==> config.mk <==
export PLATFORM = sky130hd
export DESIGN_NAME = reg_file_dbg
export DESIGN_NICKNAME = d
export VERILOG_FILES = /design/src/rtl/reg_file_dbg.sv
export SDC_FILE = /design/constraint.sdc
export NUM_CORES = 2
export LEC_CHECK = 0
export CAP_MARGIN = 25
export CORE_MARGIN = 4
export CORE_UTILIZATION = 60
export CTS_BUF_LIST = sky130_fd_sc_hd__clkbuf_4
export CTS_CLUSTER_DIAMETER = 40
export DETAILED_ROUTE_END_ITERATION = 8
export PLACE_DENSITY = 0.78
export SLEW_MARGIN = 20
export SYNTH_ARGS = -nofsm -noshare
export SYNTH_HDL_FRONTEND = slang
export SYNTH_SLANG_ARGS = --single-unit
==> constraint.sdc <==
create_clock -name CLK -period 3.75 [get_ports CLK]
set_clock_uncertainty 0.05 [all_clocks]
set_input_delay 0.75 -clock CLK [delete_from_list [all_inputs] [get_ports CLK]]
set_output_delay 0.75 -clock CLK [all_outputs]
set_load 0.01 [all_outputs]
==> src/rtl/reg_file_dbg.sv <==
`default_nettype none
// ============================================================================
// Module      : reg_file_dbg
// Description : Parametrised integer register file for the RV32IMF core.
//               One write port and NREAD combinational read ports with
//               write-to-read bypass. Register 0 can be hard-wired to zero.
//               A debug dump engine streams {value, index} words over a
//               valid/ready handshake.
// Revision    : 1.0 - initial release
// ============================================================================
module reg_file_dbg #(
  parameter  int XLEN    = 32,
  parameter  int NREGS   = 32,
  parameter  int NREAD   = 2,
  parameter  int ZERO_X0 = 1,
  localparam int AW      = $clog2(NREGS)
) (
  input  logic                  CLK,
  input  logic                  RESET_N,
  input  logic                  WRITE_EN,
  input  logic [AW-1:0]         IN_ADDRESS,
  input  logic [XLEN-1:0]       DATA_IN,
  input  logic [NREAD*AW-1:0]   OUT_ADDRESS,
  output logic [NREAD*XLEN-1:0] DATA_OUT,
  input  logic                  DBG_START,
  input  logic                  DBG_READY,
  output logic                  DBG_VALID,
  output logic [XLEN+7:0]       DBG_DATA,
  output logic                  DBG_BUSY,
  output logic                  DBG_DONE
);

  // Widened by one bit so that NREGS itself is representable for range checks.
  localparam logic [AW:0]   NREGS_W  = (AW+1)'(NREGS);
  localparam logic [AW-1:0] LAST_IDX = AW'(NREGS - 1);

  typedef enum logic [1:0] {
    IDLE = 2'd0,
    LOAD = 2'd1,
    SHOW = 2'd2,
    FIN  = 2'd3
  } dbg_state_t;

  logic [XLEN-1:0] r_regs [NREGS];
  logic            w_wr_ok;

  dbg_state_t      r_state;
  logic [AW-1:0]   r_idx;
  logic            r_valid;
  logic [XLEN+7:0] r_data;
  logic            r_busy;
  logic            r_done;
  logic [XLEN-1:0] w_load_val;

  // A write commits only when in range and not aimed at a hard-wired x0.
  assign w_wr_ok = WRITE_EN && ({1'b0, IN_ADDRESS} < NREGS_W) &&
                   !((ZERO_X0 != 0) && (IN_ADDRESS == '0));

  // Register array storage.
  always_ff @(posedge CLK or negedge RESET_N) begin
    if (!RESET_N) begin
      for (int i = 0; i < NREGS; i++) begin
        r_regs[i] <= '0;
      end
    end else if (w_wr_ok) begin
      r_regs[IN_ADDRESS] <= DATA_IN;
    end
  end

  for (genvar k = 0; k < NREAD; k++) begin : g_rd
    logic [AW-1:0]   addr;
    logic [XLEN-1:0] rdata;

    assign addr = OUT_ADDRESS[k*AW +: AW];

    // Read mux: out-of-range and hard-wired x0 read zero, pending write bypasses.
    always_comb begin
      rdata = '0;
      if (({1'b0, addr} < NREGS_W) && !((ZERO_X0 != 0) && (addr == '0))) begin
        if (w_wr_ok && (IN_ADDRESS == addr)) begin
          rdata = DATA_IN;
        end else begin
          rdata = r_regs[addr];
        end
      end
    end

    assign DATA_OUT[k*XLEN +: XLEN] = rdata;
  end

  // Dump words carry the committed value, never the bypassed write data.
  assign w_load_val = ((ZERO_X0 != 0) && (r_idx == '0)) ? '0 : r_regs[r_idx];

  // Debug dump engine: one word per LOAD/SHOW pair, DONE pulses in FIN.
  always_ff @(posedge CLK or negedge RESET_N) begin
    if (!RESET_N) begin
      r_state <= IDLE;
      r_idx   <= '0;
      r_valid <= 1'b0;
      r_data  <= '0;
      r_busy  <= 1'b0;
      r_done  <= 1'b0;
    end else begin
      case (r_state)
        IDLE: begin
          r_done <= 1'b0;
          if (DBG_START) begin
            r_idx   <= '0;
            r_busy  <= 1'b1;
            r_state <= LOAD;
          end
        end
        LOAD: begin
          r_data  <= {w_load_val, 8'(r_idx)};
          r_valid <= 1'b1;
          r_state <= SHOW;
        end
        SHOW: begin
          if (DBG_READY) begin
            r_valid <= 1'b0;
            if (r_idx == LAST_IDX) begin
              r_done  <= 1'b1;
              r_state <= FIN;
            end else begin
              r_idx   <= r_idx + 1'b1;
              r_state <= LOAD;
            end
          end
        end
        FIN: begin
          r_done  <= 1'b0;
          r_busy  <= 1'b0;
          r_state <= IDLE;
        end
        default: begin
          r_state <= IDLE;
        end
      endcase
    end
  end

  assign DBG_VALID = r_valid;
  assign DBG_DATA  = r_data;
  assign DBG_BUSY  = r_busy;
  assign DBG_DONE  = r_done;

endmodule
`default_nettype wire

; Word-level counts from Yosys, hierarchy flattened
; Index checks and enable logic that the tools add are counted.
[word_totals]
regBits = 1071
inputBits = 52
out_inout_bits = 107
elab_cells = 110
[op_classes]
n_addsub = 1
n_lt_le_gt_ge = 5
n_eq_ne = 10
mux = 32
bitwise_logic = 4
n_reduce_logical = 20
[ops]
columns = op, count
row1 = bitwise mux 1024 bit, 1
row2 = binary-select mux 32 bit (select 5 bit), 3
row3 = two-way mux 32 bit, 12
row4 = demux 32 bit (select 5 bit), 1
row5 = >= comparator 6 bit (second input constant), 4
row6 = inverter 5 -> 6 bit, 4
row7 = logical NOT 5 bit, 4
row8 = two-way mux 5 bit, 3
row9 = == test 5 bit, 2
row10 = case mux 5 bit (2 select lines), 1
row11 = inequality test 2 bit (second input constant), 4
row12 = case mux 2 bit (4 select lines), 1
row13 = nonzero test 2 bit, 4
row14 = < comparator 6 x 1 -> 1 bit (second input constant), 1
row15 = two-way mux 2 bit, 3
row16 = case mux 1 bit (2 select lines), 3
row17 = AND reduction 2 bit, 3
row18 = adder 5 x 1 -> 5 bit (second input constant), 1
row19 = == test 5 bit (second input constant), 1
row20 = == test 2 bit (second input constant), 2
row21 = logical AND 1 bit, 4
row22 = two-way mux 1 bit, 4
row23 = AND reduction 4 bit, 1
row24 = AND reduction 3 bit, 1
row25 = other kinds (4), 4

; Longest topological paths before layout
[depth]
ltp_word = 6
mapped_depth = 12
depth_no_buf = 8

; Worst setup path before layout
; Ideal clock, no wire load.
[synth_path]
path_type = in2out
from = input port OUT_ADDRESS[5]
to = output port DATA_OUT[39]
t_arrival_ns = 2.465
required_time_ns = 2.950
slack_ns = 0.485
path_stages = 7
path_buffers = 3
path_cell_list = buf_4 -> buf_4 -> buf_2 -> mux4_2 -> a22oi_1 -> a21oi_1 -> a211o_1
[synth_between]
elab_chain_len = 6
elab_cells_between_ends = 9
cone_classes = eq/ne: 1 / mux: 5 / bitwise: 1 / reduce/logical: 2
[synth_lines]
columns = item, line
row1 = "start, declared", 23  ; input logic [NREAD*AW-1:0] OUT_ADDRESS,
row2 = inverter 5 -> 6 bit (not written as such), 83  ; rdata = r_regs[addr];
row3 = binary-select mux 32 bit (select 5 bit), 83
row4 = two-way mux 32 bit (not written as such) (2 in a row), 83
row5 = two-way mux 32 bit, 80  ; if (w_wr_ok && (IN_ADDRESS == addr)) begin
row6 = two-way mux 32 bit *, 79  ; if (({1'b0, addr} < NREGS_W) && !((ZERO_X0 != 0) && (addr == '0))) begin
row7 = "end, declared", 24  ; output logic [NREAD*XLEN-1:0] DATA_OUT,
; Every way passes the cells marked *; elsewhere a longest branch is shown, timed or not. The select of a mux whose other input is x is not followed.

; Final worst setup path
[layout_path]
from = register r_regs[224] (netlist bit)
to = output port DATA_OUT[0]
[layout_between]
elab_chain_len = 5
[layout_lines]
columns = item, line
row1 = "start, declared", 44  ; logic [XLEN-1:0] r_regs [NREGS];
row2 = "start signal, assigned by index", 63  ; r_regs[i] <= '0;
row3 = "start signal, assigned by index", 66  ; r_regs[IN_ADDRESS] <= DATA_IN;
row4 = binary-select mux 32 bit (select 5 bit), 83
row5 = two-way mux 32 bit (not written as such) (2 in a row), 83
row6 = two-way mux 32 bit, 80
row7 = two-way mux 32 bit, 79
; No other way between the ends. The select of a mux whose other input is x is not followed.

==> impl_metrics.toml <==
[outcome]
status = "complete, but fails checks"
violations = "negative setup slack"

[global_routing]
track_usage_pct = 45.8
gr-total-overflow = 0
antenna_found_initial = 17
grt_pass1_vias = 54900
grt_max_degree = 143
grt_pass1_wl_um = 376000

[layout]
register_area_sq_um = 26800
area.growth.synth_to_final_pct = 22.0
multiInputGateArea_sq_um = 37800
fillers = 6343
nets = 5513
drive_above_1_share_pct = 59.0

[timing]
relSlewSlack_pct = 36.9
timing.final.crit_share_pct = 106
setup_violations = 28
rsz0062_at_grt = "true"
hold_ws_ns = 0.132
finalMaxSlewViolations = 0
fin_tns_setup_ns = -1.79
fin_crit_ns = 3.96
final_hold_viol_count = 0
fmax_mhz = 252
worst_slew_pin_slew_ns = 0.946
layout_setup_ws_ns = -0.212

[setup_path]
cp_max_fo = 4
rrSetupSlack_ns = 0.73
critPathArrivalTime_ns = 3.16
cp-start-kind = "register"
cp_data_required_time_ns = 2.95
crit_type = "register to output port"
crit_path_end_kind = "output port"

[synthesis]
ys.flop_type = "dfrtp_1"
netlist.area_leader.share_pct = 41.2
synth-edff-count = 0
synth.area.top_cells = "dfrtp_1 41%, mux4_2 19%, mux2_2 19%"
seq_area_frac_synth_pct = 41.2
yosysWarnings = 0
syn_avg_cell_area_sq_um = 13.7
yosysMostFrequentCell = "mux2_2"
ys_ff_latch = 1071
yosysUniqueCellTypes = 61
syn_inst = 4748
synth_top_cell_by_area = "dfrtp_1"
synthArstFlopShare_pct = 100
synth_common_cells = "1089 x mux2_2, 1071 x dfrtp_1, 545 x mux4_2"
syn-cell-area_sq_um = 65100

[pwr]
pwr_density_cell_nw_per_um2 = 522
total_power_w = 0.0414
p_leak_nw = 34.3
max-vdd-ir-drop_uv = 319

[place]
gp_congestion = 1.00
dpl.hpwl_um = 164000
port_buffers = 155

[routing]
ant_nets = 0
via_per_inst = 7.79
vias = 55000
wl_per_cell_um = 37.1
drtIter0Drc = 8901
dr.pass1.iters = 8
drt_wl_total_um = 262000
post-route-drc-count = 0

[die]
coreArea_sq_um = 107000
fp.dieH_um = 337
num_rows = 120
initial_core_util_pct = 60.6
fp.dieW_um = 337
die_area_sq_um = 114000
ioPinCount = 159

[hold_path]
hold_class = "input port to async pin"

[clocking]
clkLatencyLatePin_ns = 1.23
cts.sinks = 1071
htreeDepth = 5
clkTransAtPathRegs_ns = 0.07
cts_buffers = 307
root_buffer = "clkbuf_4"
cts_max_path_buffers = 4
cts_tree = "built"

[run]
max-cap-violations = 0
-- registers in the layout, indices dropped and copies added (netlist names) --
| signal | cells |
|---|---|
| r_idx | 5 |
| r_state | 2 |
| DBG_DONE | 1 |
| DBG_DATA | 37 |
| DBG_VALID | 1 |
| r_regs | 1024 |
| DBG_BUSY | 1 |
-- critical path, stage by stage, from the launching register on --
cell	delay, ns
dfrtp_1	0.42
mux4_2	0.50
a22oi_2	0.36
a21oi_1	0.12
a221o_1	0.37
buf_2	0.18
-- layout by cell type, fill, tap and decap left out, types with 13 or more instances in the layout --
master,count
nand2b_4,17
a211oi_2,19
mux2i_1,353
a221oi_1,44
nor3_2,33
mux2_2,1088
a22oi_2,74
buf_2,54
o21ai_1,13
clkinv_1,55
nor2_4,20
nand2_1,56
nand2_2,14
buf_4,618
o21ai_2,13
clkdlybuf4s50_1,75
nor2b_1,37
o22ai_1,47
mux4_2,545
o21ai_0,28
a21oi_2,47
a21oi_1,108
clkbuf_4,427
nor2_1,32
a221oi_2,39
buf_6,33
a211o_1,37
diode_2,16
a221o_1,31
a22o_1,25
buf_12,150
a211oi_1,36
a22oi_1,64
dfrtp_1,1067
nor3_1,28
o221ai_1,49
-- logic make-up after synthesis --
logic type | count (synthesis) | share of synthesized area, %
fa+ha+maj | 8 | 0.154
simple gates | 333 | 2.61
xor+xnor | 10 | 0.135
mux | 2008 | 43.7
other cells | 1 | 0.00576
flops | 1071 | 41.2
compound gates | 745 | 8.20
buf+inv | 572 | 4.05
-- layer usage --
metal	up-vias	track usage (%)	part of all wire, %
met5	-	0.213	0.068
li1	20400	-	-
met3	1715	23.3	18
met4	18	34.3	9.5
met1	27300	55.8	32
met2	5589	62.0	41
-- final timing paths --
kind                                     end    startpoint  depth (start not counted)
worst max register to register  DBG_DATA[38]      r_idx[0]                          5
min in group CLK                   DBG_VALID     DBG_READY                          3
worst max-delay path             DATA_OUT[0]   r_regs[224]                          5
worst min register to register  r_regs[1015]  r_regs[1015]                          0
worst min-delay path             r_regs[166]       RESET_N                          3
max in group asynchronous        r_regs[702]       RESET_N                          3
-- final cells by class --
class	instances	area share, %
multi-input combinational	3107	47.6
inverter	18	0.0851
clock inverter	72	0.517
clock buffer	427	4.04
tap	1403	2.21
antenna	16	0.0504
sequential	1071	33.8
timing repair buffer	948	11.7
-- power by group --
part	internal [W]	switching, W	total [W]
clock network	0.00555	0.00523	0.0108
logic	0.00773	0.00662	0.0143
registers	0.0138	0.00252	0.0163
total	0.0270	0.0144	0.0414
-- metrics by stage --
step	instance area, sq um	utilization [%]	worst slack [ns]	cells
finish	79400	74.0	-0.212	7062
global route	79400	73.9	-0.288	7053
CTS	78700	73.3	-0.192	7022
detailed placement	72700	67.7	-0.931	6377
global placement	72700	67.7	-0.897	6377
floorplan	65100	-	0.485	4750
-- repair_timing --
action                                  in CTS  in global routing
cloned                                       2                  0
pin swaps                                  165                 70
resized for setup                          578                108
hold buffers                                 2                  0
endpoints found under the hold margin      637                  0
endpoints found under the setup margin      64                 59
setup buffers                              154                 25
Note: power is estimated with default switching activity, not from simulation.
